==> config.mk <==
export PLATFORM = sky130hd
export DESIGN_NAME = ysyx_22051013_icache_axi_bridge
export DESIGN_NICKNAME = d
export VERILOG_FILES = /design/src/rtl/ysyx_22051013_icache_axi_bridge.sv
export SDC_FILE = /design/constraint.sdc
export NUM_CORES = 1
export LEC_CHECK = 0
export CAP_MARGIN = 20
export CORE_ASPECT_RATIO = 1.2
export CORE_UTILIZATION = 36
export DETAILED_ROUTE_END_ITERATION = 8
export MAX_ROUTING_LAYER = met4
export PLACE_DENSITY_LB_ADDON = 0.25
export RECOVER_POWER = 100
export SYNTH_ARGS = -nofsm -noshare
export SYNTH_HDL_FRONTEND = slang
export SYNTH_SLANG_ARGS = --single-unit
==> constraint.sdc <==
create_clock -name clk -period 3.9 [get_ports clk]
set_input_delay 0.975 -clock clk [delete_from_list [all_inputs] [get_ports clk]]
set_output_delay 0.975 -clock clk [all_outputs]
set_load 0.02 [all_outputs]
==> src/rtl/ysyx_22051013_icache_axi_bridge.sv <==
// I-cache refill responder: one held-level fetch request -> one single-beat AXI4 read -> one-cycle data pulse.
// Optional macro YSYX_22051013_IBRIDGE_ERR_EN substitutes NOP words on RRESP errors and raises a sticky bus_err.
module ysyx_22051013_icache_axi_bridge #(
    parameter int          ADDR_W   = 32,
    parameter logic [3:0]  AXI_ID   = 4'd0,
    parameter logic [31:0] NOP_WORD = 32'h0000_0013
) (
    input  logic              clk,
    input  logic              rst,
    input  logic              req_ena,
    input  logic [63:0]       req_addr,
    output logic [63:0]       rsp_data,
    output logic              rsp_valid,
    output logic              busy,
    output logic              ar_valid,
    input  logic              ar_ready,
    output logic [ADDR_W-1:0] ar_addr,
    output logic [3:0]        ar_id,
    output logic [7:0]        ar_len,
    output logic [2:0]        ar_size,
    output logic [1:0]        ar_burst,
    input  logic              r_valid,
    output logic              r_ready,
    input  logic [63:0]       r_data,
    input  logic [1:0]        r_resp,
    input  logic              r_last,
    output logic              bus_err
);

    typedef enum logic [1:0] {IDLE, AR, R, RESP} state_t;

    state_t            state, state_nxt;
    logic [ADDR_W-1:0] addr_q;
    logic [63:0]       data_q;

    // NOTE: state registers use non-blocking assignments so every flop samples the pre-edge values.
    always_ff @(posedge clk or posedge rst) begin
        if (rst) state <= IDLE;
        else     state <= state_nxt;
    end

    // NOTE: state_nxt gets a default before the case so no path leaves it unassigned (no latch).
    always_comb begin
        state_nxt = state;
        unique case (state)
            IDLE: if (req_ena)  state_nxt = AR;
            AR:   if (ar_ready) state_nxt = R;
            R:    if (r_valid)  state_nxt = RESP;
            RESP:               state_nxt = IDLE;
        endcase
    end

    // The address is captured once on acceptance; later req_addr changes do not reach the bus.
    always_ff @(posedge clk or posedge rst) begin
        if (rst) begin
            addr_q <= '0;
        end else if (state == IDLE && req_ena) begin
            addr_q <= {req_addr[ADDR_W-1:3], 3'b000};
        end
    end

`ifdef YSYX_22051013_IBRIDGE_ERR_EN
    logic err_q;

    always_ff @(posedge clk or posedge rst) begin
        if (rst) begin
            data_q <= '0;
            err_q  <= 1'b0;
        end else if (state == R && r_valid) begin
            if (r_resp != 2'b00) begin
                data_q <= {NOP_WORD, NOP_WORD};
                err_q  <= 1'b1;
            end else begin
                data_q <= r_data;
            end
        end
    end

    assign bus_err = err_q;

    logic unused_inputs;
    assign unused_inputs = ^{r_last, req_addr[63:ADDR_W], req_addr[2:0]};
`else
    always_ff @(posedge clk or posedge rst) begin
        if (rst)                        data_q <= '0;
        else if (state == R && r_valid) data_q <= r_data;
    end

    assign bus_err = 1'b0;

    // RRESP is ignored and RLAST is not needed: the single accepted beat ends the burst.
    logic unused_inputs;
    assign unused_inputs = ^{r_last, r_resp, NOP_WORD, req_addr[63:ADDR_W], req_addr[2:0]};
`endif

    assign busy      = (state != IDLE);
    assign ar_valid  = (state == AR);
    assign r_ready   = (state == R);
    assign rsp_valid = (state == RESP);
    assign ar_addr   = addr_q;
    assign rsp_data  = data_q;
    assign ar_id     = AXI_ID;
    assign ar_len    = 8'd0;
    assign ar_size   = 3'b011;
    assign ar_burst  = 2'b01;

endmodule

==> results of run 1 <==
-- logic make-up after synthesis --
| family | count (synthesis) | share of synthesized area (%) |
|---|---|---|
| compound gates | 1 | 0.266 |
| fa+ha+maj | 4 | 1.33 |
| buf+inv | 37 | 6.16 |
| flops | 95 | 63.3 |
| mux | 95 | 28.4 |
| other cells | 2 | 0.200 |
| simple gates | 3 | 0.300 |
-- placed cells by master (no fill, tap or decap) --
cell type         n
dlygate4sd3_1    99
dfrtp_1          95
clkdlybuf4s50_1  95
mux2_2           93
conb_1           21
clkbuf_16         9
inv_1             7
ha_1              4
clkbuf_1          3
bufinv_16         2
clkbuf_8          2
nand2_2           1
nor2_1            1
a222oi_1          1
mux2i_1           1
nand2_1           1
mux2_1            1
clkinv_2          1
clkbuf_2          1
buf_12            1
-- report_power, final --
group	switching (uW)	total, uW	internal (uW)
clock	345	940	596
combinational	1210	2480	1270
sequential	222	1720	1490
-- cells in the mapped netlist, drive strengths merged --
master,count
dfrtp,95
mux2,94
buf,30
inv,7
ha,4
conb,2
nand2,2
a222oi,1
mux2i,1
nor2,1
-- stage by stage --
stage / worst slack, ps / util (%)
finish: 898 / 60.4
global route: 670 / 60.4
CTS: 1180 / 60.5
detailed placement: 1210 / 57.3
global placement: 1200 / 57.3
floorplan: 448 / -
-- final cells by class --
type | count | share of cell area, %
inverter | 7 | 0.432
multi-input combinational | 124 | 20.1
clock inverter | 3 | 1.07
timing repair buffer | 197 | 32.4
clock buffer | 13 | 4.28
tap | 126 | 2.59
sequential | 95 | 39.1
-- routing by layer --
metal | share of wire, % | wire length (um) | global-route usage [%] | vias up
met4 | 3.0 | 249 | 7.98 | 0
met5 | 0 | 0 | - | -
met2 | 52 | 4250 | 26.4 | 133
met3 | 8.1 | 669 | 4.33 | 18
met1 | 37 | 3080 | 17.9 | 1249
li1 | - | - | - | 1161
-- worst reg2reg max path, cell delays in order (launching register included) --
cell and delay, ps:
dfrtp_1 380, inv_1 100, ha_1 260, nand2_2 80, clkbuf_2 1130, mux2_2 490
-- worst max path at each step --
stage / cells past startpoint / start / end
floorplan: 1 / rst / ar_addr[10]
global placement: 4 / r_valid / rsp_data[25]
detailed placement: 4 / r_valid / rsp_data[26]
CTS: 3 / state[0] / r_ready
global route: 2 / rst / rsp_data[56]
finish: 4 / r_valid / rsp_data[53]
-- registers in the layout (all words and copies together) (netlist names) --
signal,flops
rsp_data,64
ar_addr,29
state,2
==> metrics.log, run 1 <==
INFO  metric synth.top_cells.by_area = dfrtp_1 (63%), mux2_2 (28%), buf_4 (4.4%)
INFO  metric yosys_register_bits = 95
INFO  metric cp_slowest_cell = clkbuf_2
INFO  metric timing.hold.worst_endpoint = ar_addr[11]
INFO  metric peakVddDrop = 0.412 mV
INFO  metric critPathTopFamily = buffers and inverters
INFO  metric numClockSinks = 95
INFO  metric whs_path_depth = 1
INFO  metric globalplace.congestion = 0.725
INFO  metric number_of_distinct_library_cell_variants_in_the_gate_level_netlist_after_synthesis = 12
INFO  metric cts_hold_buf = 0
INFO  metric leakage = 0.00265 uW
INFO  metric drive_above_1_share = 25.1%
INFO  metric cell_area_reported_after_detailed_placement = 5760 um2
INFO  metric yosys_warnings = 0
INFO  metric floorplan.initialDensity = 37.3%
INFO  metric worstRegToRegCells = 5
INFO  metric drt-initial-drc-count = 62
INFO  metric critical_path_buf_inv_count = 2
INFO  metric crit_path_max_fanout = 64
INFO  metric numPlacedInstances = 549
INFO  metric post_cts_resize_count = 0
INFO  metric min_period = 3000 ps
INFO  metric final.fill_count = 840
INFO  metric die_outline_area = 10800 um2
INFO  metric post-synth-top-area-fraction = 63.3%
INFO  metric fin_total_pwr = 5140 uW
INFO  metric chipWidth = 95.2 um
INFO  metric synth_cells = 237
INFO  metric fin_setup_tns = 0 ps
INFO  metric cts.path.max_buffers = 2
INFO  metric violations = max-capacitance violations, max-slew violations
INFO  metric cts.repair_timing.setup_buffer_count = 0
INFO  metric die_y = 114 um
INFO  metric worst_slew_pin_slew = 1970 ps
INFO  metric worst-r2r-setup-slack = 1360 ps
INFO  metric slew_violations = around 120
INFO  metric grt.total_usage = 16.1%
INFO  metric grt.overflow.total = 0
INFO  metric final-hold-violation-count = 0
INFO  metric cts_root_buf = clkbuf_16
INFO  metric tritoncts.num_buffers = 9
INFO  metric critical_path_required = approximately 4000 ps
INFO  metric critical-path-max-stage-delay = 1130 ps
INFO  metric hp-class = flop to flop
INFO  metric arrival = 3220 ps
INFO  metric area.sequential = ~2400 um2
INFO  metric cts_tree = built
INFO  metric worst_hold_startpoint = ar_addr[11]
INFO  metric run_status = finished, violations left
INFO  metric drt_pass1_iterations = 4
INFO  metric crit_path_cell_trace = dlygate4sd3_1 -> nand2_2 -> clkbuf_2 -> mux2_2
INFO  metric vias_per_cell = 4.53
INFO  metric antenna_found_initial = 0
INFO  metric worstSetupPathType = input pin to flop
INFO  metric ys_seq_area_share = 63.3%
INFO  metric critPathLaunchType = input pin
INFO  metric synth_area_leader_cell = dfrtp_1
INFO  metric synth_area_per_cell = 15.8 um2
INFO  metric antenna_diode_instance_count = 0
INFO  metric drt_drc_violations_left = 0
INFO  metric reg2reg_from = state[0]
INFO  metric layout.cell_area.non_filler = 6080 um2
INFO  metric multi_input_comb_area = 1220 um2
INFO  metric drt_wl_total = 8260 um
INFO  metric hold-worst-slack = 496 ps
INFO  metric power_per_cell_area = 845 nW/um2
INFO  metric clock_latency = between 300 and 400 ps
INFO  metric timing.final.crit_share = around three quarters
INFO  metric rsz_0062_raised_after_global_routing = no
INFO  metric final.setup_skew = 4.68 ps
INFO  metric timing.final.setup_violations = 0
INFO  metric design.core.area = 10100 um2
INFO  metric cts.reportedPaths.clkPinSlew = 60 ps
INFO  metric relative_slew_slack = -31.3%
INFO  metric end_kind = flop
INFO  metric vias = 2561
INFO  metric grt_max_degree = 65
INFO  metric routed_wire_length_per_instance = roughly 15 um
INFO  metric clock.fmax = between 300 and 400 MHz
INFO  metric netlist_area_before_placement = around 3800 um2
INFO  metric core.rowCount = 40
INFO  metric finalNetCount = 574
INFO  metric io_pins = 254
INFO  metric rr_endpoint = rsp_data[53]
INFO  metric max_cap_violations = 2
INFO  metric drt.antenna.violating_nets = 0
INFO  metric buffer_ports.inserted = 194
INFO  metric fin_cells = approximately 570
INFO  metric grt_pass1_vias = 2648
INFO  metric dp_hpwl = around 6100 um
INFO  metric grt_pass1_wl = 12700 um
INFO  metric htree_num_levels = 3
INFO  metric layout-area-overhead-vs-synth = 61.8%
Note: power is estimated with default switching activity, not from simulation.
==> run 2: changes to the inputs <==
CORE_UTILIZATION = 32   (was 36)
clock period = 2.75 ns   (was 3.9 ns; I/O delays follow)
==> run 2 against run 1 <==
The run now ends clean. Sequential share of layout area is 0.27 points lower. Setup slack lost 620 ps. Sequential power rose by 41%. Critical path type is now flop to primary output. Combinational power grew 41%. Die area grew 12%. Global-route usage down 2.0 points. Register-to-register slack worse by 670 ps. Highest routed layer unchanged. Critical endpoint is now r_ready. Largest power group unchanged. Cell count grew 5.5%. Total power is 42% higher.
==> metrics.log, run 2 (same netlist as run 1, synthesis figures left out) <==
INFO  metric worst_hold_startpoint = rsp_data[19]
INFO  metric leakage = 0.00266 uW (about the same)
INFO  metric crit_path_cell_trace = inv_1 -> ha_1 -> dlygate4sd3_1
INFO  metric buffer_ports.inserted = 194 (unchanged)
INFO  metric post_cts_resize_count = 0 (unchanged)
INFO  metric whs_path_depth = 1 (unchanged)
INFO  metric cts_hold_buf = 0 (unchanged)
INFO  metric drt_pass1_iterations = 4 (unchanged)
INFO  metric globalplace.congestion = 0.733 (+1.0%)
INFO  metric arrival = 1780 ps (-1440 ps)
INFO  metric drt.antenna.violating_nets = 0 (unchanged)
INFO  metric critPathTopFamily = buffers and inverters
INFO  metric peakVddDrop = 0.459 mV (+11%)
INFO  metric cts_root_buf = clkbuf_16
INFO  metric timing.critical_path.depth = 3 (-1)
INFO  metric layout.cell_area.non_filler = 6120 um2 (+0.70%)
INFO  metric htree_num_levels = 3 (unchanged)
INFO  metric antenna_found_initial = 0 (unchanged)
INFO  metric floorplan.initialDensity = 32.6% (-4.7 points)
INFO  metric run_status = completed
INFO  metric design.core.area = 11500 um2 (+14%)
INFO  metric power_per_cell_area = 1190 nW/um2 (+41%)
INFO  metric cts.path.max_buffers = 2 (unchanged)
INFO  metric grt_pass1_wl = 12400 um (-2.1%)
INFO  metric cp_slowest_cell = dlygate4sd3_1
INFO  metric reg2reg_from = state[0]
INFO  metric vias = 2533 (-1.1%)
INFO  metric clock_latency = 330 ps (about the same)
INFO  metric grt.overflow.total = 0 (unchanged)
INFO  metric grt_max_degree = 65 (unchanged)
INFO  metric clock.fmax = between 400 and 500 MHz
INFO  metric cell_area_reported_after_detailed_placement = 5810 um2 (+0.83%)
INFO  metric grt_pass1_vias = 2546 (-3.9%)
INFO  metric die_y = 121 um (+6.0%)
INFO  metric layout-area-overhead-vs-synth = 63.0%
INFO  metric numClockSinks = 95 (unchanged)
INFO  metric layout.cells.most_common = dlygate4sd3_1
INFO  metric cts.reportedPaths.clkPinSlew = 60 ps (about the same)
INFO  metric slew_violations = 0 (-100%)
INFO  metric fin_setup_tns = 0 ps (unchanged)
INFO  metric core.rowCount = 43 (+7.5%)
INFO  metric end_kind = primary output
INFO  metric final-hold-violation-count = 0 (unchanged)
INFO  metric vias_per_cell = 4.25 (-6.2%)
INFO  metric max_cap_violations = 0 (-2)
INFO  metric timing.final.setup_violations = 0 (unchanged)
INFO  metric worstRegToRegCells = 5 (unchanged)
INFO  metric die_outline_area = 12200 um2 (+12%)
INFO  metric cts_tree = built
INFO  metric drt_drc_violations_left = 0 (unchanged)
INFO  metric hp-class = flop to flop
INFO  metric dp_hpwl = 5990 um (-2.0%)
INFO  metric drive_above_1_share = 26.0% (+0.91 points)
INFO  metric min_period = 2470 ps
INFO  metric routed_wire_length_per_instance = 13.8 um (-5.8%)
INFO  metric drt-initial-drc-count = 47 (-24%)
INFO  metric grt.total_usage = 14.1% (-2.0 points)
INFO  metric worst_setup_path_startpoint = state[0]
INFO  metric critical_path_required = 2060 ps (-2050 ps)
INFO  metric drt_wl_total = 8210 um (-0.59%)
INFO  metric relative_slew_slack = 15.8% (+47 points)
INFO  metric tritoncts.num_buffers = 9 (unchanged)
INFO  metric critical_path_buf_inv_count = 2 (unchanged)
INFO  metric worst_slew_pin_slew = 1260 ps (-703 ps)
INFO  metric critPathLaunchType = flop
INFO  metric rsz_0062_raised_after_global_routing = no
INFO  metric antenna_diode_instance_count = 0 (unchanged)
INFO  metric largest_register_ffs = 64 (unchanged)
INFO  metric timing.final.crit_share = 89.9%
INFO  metric chipWidth = 101 um (+5.9%)
INFO  metric final.setup_skew = 7.12 ps (+2.43 ps)
INFO  metric most-common-layout-cells = dlygate4sd3_1 (100), dfrtp_1 (95), clkdlybuf4s50_1 (94)
INFO  metric io_pins = 254 (unchanged)
INFO  metric finalNetCount = 575 (+0.17%)
INFO  metric worstSetupPathType = flop to primary output
INFO  metric critical-path-max-stage-delay = 720 ps (-410 ps)
INFO  metric crit_path_max_fanout = 4 (-94%)
INFO  metric cts.repair_timing.setup_buffer_count = 0 (unchanged)
==> run 2: cell count changes in the layout (fill, tap and decap cells not counted), sizes merged <==
cell / previous run / this run
dlygate4sd3: 99 / 100
buf: 1 / 0
inv: 7 / 6
clkinvlp: 0 / 1
clkdlybuf4s50: 95 / 94
clkbuf: 15 / 16
==> run 2: per-layer routing <==
metal / vias to the layer above / track usage (%) / routed length (um) / part of all wire [%]
met4: 0 / 7.88 / 169 / 2.1
met5: - / - / 0 / 0
met2: 124 / 23.3 / 4260 / 52
li1: 1171 / - / - / -
met1: 1228 / 15.2 / 3170 / 39
met3: 10 / 3.76 / 613 / 7.5
==> run 2: per-stage QoR <==
step                utilization [%]  power, uW  std cells  hold WS, ps  setup WS [ps]
finish                         53.2       7280        596          497            278
detailed placement             50.5       6320        581          492            553
global placement               50.5       6230        581          487            571
global route                   53.2       7700        596          506            211
CTS                            53.3       7730        596          506            317
floorplan                         -       4480        256          512            943
==> run 2: where the power goes <==
group / switching, uW / total, uW / internal [uW]
clock: 498 / 1360 / 864
combinational: 1710 / 3500 / 1790
sequential: 303 / 2420 / 2120
total: 2510 / 7280 / 4770
==> run 2: final timing paths <==
path,to,slack (ps)
hold / removal,rsp_data[19],500
min in group asynchronous,rsp_data[60],1200
max in group asynchronous,ar_addr[6],700
setup / recovery,r_ready,280
hold reg to reg,rsp_data[19],500
setup reg to reg,rsp_data[48],690
==> run 2: cell type report <==
class                   instances  area, um2
fillers                      1002       5390
flip-flops and latches         95       2380
repair buffers                198       1960
multi-input cells             124       1220
clock buffers                  12        267
well taps                     157        196
clock inverters                 3       65.1
inverters                       7       30.0
==> run 3: changes to the inputs <==
CORE_ASPECT_RATIO = 1.5   (was 1.2)
CORE_MARGIN = 1.5   (was not set)
clock period = 2.1 ns   (was 2.75 ns; I/O delays follow)
==> run 3 against run 2 <==
Via count is 2.2% higher. First-iteration DRC count is 32% higher. Routed wire length up 8.0%. Cell count shrank 0.67%. Clock skew fell by 3.5 ps. Setup slack lost 190 ps. Core utilization shrank 0.48 points. Combinational power increased by 32%. Sequential power is 31% higher. Register-to-register slack worse by 510 ps.
==> metrics.log, run 3 (same netlist as run 1, synthesis figures left out) <==
INFO  metric run_status = completed
INFO  metric clock_latency = 330 ps (about the same)
INFO  metric floorplan.initialDensity = 32.7% (+0.12 points)
INFO  metric cts_hold_buf = 0 (unchanged)
INFO  metric worst_slew_pin_slew = 1120 ps (-148 ps)
INFO  metric hp-class = flop to flop
INFO  metric grt.total_usage = 14.7% (+0.58 points)
INFO  metric critPathLaunchType = flop
INFO  metric finalNetCount = 577 (+0.35%)
INFO  metric power_per_cell_area = 1530 nW/um2 (+28%)
INFO  metric grt_pass1_wl = 13300 um (+7.1%)
INFO  metric antenna_found_initial = 0 (unchanged)
INFO  metric final.setup_skew = 3.63 ps (-3.48 ps)
INFO  metric die_y = 136 um (+12%)
INFO  metric drt_pass1_iterations = 4 (unchanged)
INFO  metric tritoncts.num_buffers = 9 (unchanged)
INFO  metric drt.antenna.violating_nets = 0 (unchanged)
INFO  metric drt-initial-drc-count = 62 (+32%)
INFO  metric grt.overflow.total = 0 (unchanged)
INFO  metric core.rowCount = 48 (+12%)
INFO  metric finalCoreUtilization = 52.7% (-0.48 points)
INFO  metric min_period = 2010 ps
INFO  metric worstSetupPathType = flop to primary output
INFO  metric cts.reportedPaths.clkPinSlew = 60 ps (about the same)
INFO  metric clock.fmax = 496 MHz
INFO  metric routed_wire_length_per_instance = 15.0 um (+8.7%)
INFO  metric leakage = 0.00263 uW (-1.1%)
INFO  metric layout.cells.most_common = clkdlybuf4s50_1
INFO  metric numClockSinks = 95 (unchanged)
INFO  metric drive_above_1_share = 25.6% (-0.40 points)
INFO  metric grt_pass1_vias = 2520 (-1.0%)
INFO  metric drt_wl_total = 8860 um (+8.0%)
INFO  metric vias = 2589 (+2.2%)
INFO  metric io_pins = 254 (unchanged)
INFO  metric end_kind = primary output
INFO  metric design.core.area = 11500 um2 (-0.37%)
INFO  metric largest_register_ffs = 64 (unchanged)
INFO  metric slew_violations = 0 (unchanged)
INFO  metric peakVddDrop = 0.631 mV (+38%)
INFO  metric relative_slew_slack = 25.6% (+9.8 points)
INFO  metric post_cts_resize_count = 3 (+3)
INFO  metric crit_path_cell_trace = ha_1 -> clkdlybuf4s50_1
INFO  metric max_cap_violations = 0 (unchanged)
INFO  metric most-common-layout-cells = clkdlybuf4s50_1 (97), dfrtp_1 (95), dlygate4sd3_1 (94)
INFO  metric fin_setup_tns = 0 ps (unchanged)
INFO  metric timing.final.setup_violations = 0 (unchanged)
INFO  metric final-hold-violation-count = 0 (unchanged)
INFO  metric cts_tree = built
INFO  metric cts.path.max_buffers = 2 (unchanged)
INFO  metric cp_slowest_cell = clkdlybuf4s50_1
INFO  metric crit_path_max_fanout = 4 (unchanged)
INFO  metric chipWidth = 91.5 um (-9.4%)
INFO  metric critical-path-max-stage-delay = 610 ps (-110 ps)
INFO  metric dp_hpwl = 6690 um (+12%)
INFO  metric htree_num_levels = 3 (unchanged)
INFO  metric rsz_0062_raised_after_global_routing = no
INFO  metric die_outline_area = 12400 um2 (+1.9%)
INFO  metric grt_max_degree = 52 (-20%)
INFO  metric timing.final.crit_share = 95.9%
INFO  metric globalplace.congestion = 0.711 (-3.0%)
INFO  metric antenna_diode_instance_count = 0 (unchanged)
INFO  metric critical_path_required = 1570 ps (-490 ps)
INFO  metric arrival = 1490 ps (-290 ps)
INFO  metric vias_per_cell = 4.37 (+2.9%)
INFO  metric cts_root_buf = clkbuf_16
INFO  metric buffer_ports.inserted = 194 (unchanged)
INFO  metric drt_drc_violations_left = 0 (unchanged)
INFO  metric layout-area-overhead-vs-synth = 60.9%
INFO  metric cts.repair_timing.setup_buffer_count = 0 (unchanged)
## run 3: cell count changes in the layout (fill, tap and decap cells not counted), sizes merged
cell	delta
clkinv	+2
dlygate4sd2	+3
clkinvlp	+1
dlygate4sd3	-6
bufinv	-2
clkdlybuf4s50	+3
buf	+2
## run 3: critical path: cells and delay by family, from the launching register on
kind,cells,cell delay (ps)
fa+ha+maj,1,160
buf+inv,1,610
flops,1,390
## run 3: metrics by stage
| stage | instance area, um2 | total power [uW] | worst slack [ps] | cells | hold WS, ps |
|---|---|---|---|---|---|
| 6_report | 6040 | 9240 | 85.6 | 592 | 497 |
| 5_1_grt | 6040 | 9750 | 19.0 | 592 | 503 |
| 4_1_cts | 6110 | 9830 | 61.0 | 592 | 505 |
| 3_5_place_dp | 5850 | 8360 | 129 | 576 | 491 |
| 3_3_place_gp | 5850 | 8250 | 134 | 576 | 487 |
| 2_1_floorplan | 3830 | 5860 | 433 | 256 | 512 |
## run 3: final timing paths
path | startpoint | to | slack, ps | cells after the start
setup / recovery | state[1] | rsp_valid | 90 | 2
hold / removal | rsp_data[38] | rsp_data[38] | 500 | 1
setup reg to reg | state[0] | rsp_data[29] | 180 | 5
hold reg to reg | rsp_data[38] | rsp_data[38] | 500 | 1
max in group asynchronous | rst | rsp_data[20] | 350 | 3
min in group asynchronous | rst | rsp_data[43] | 1030 | 3
## run 3: power by group
part	internal, uW	leakage, uW	switching [uW]
combinational	2340	0.00138	2280
clock	798	0.000126	647
sequential	2780	0.00112	397
## run 3: area by class of cell
class | count | area (um2)
Sequential cell | 95 | 2380
Clock inverter | 4 | 22.5
Fill cell | 1013 | 5430
Multi-Input combinational cell | 124 | 1220
Timing Repair Buffer | 200 | 1970
Clock buffer | 12 | 236
Inverter | 7 | 27.5
Tap cell | 150 | 188
## run 3: layer usage
metal  vias to the layer above  share of wire, %  track usage [%]
met5                         -                 0                -
met4                         0               3.7             8.25
met3                        20               6.1             3.82
met2                       123                55             25.0
met1                      1268                35             15.3
li1                       1178                 -                -
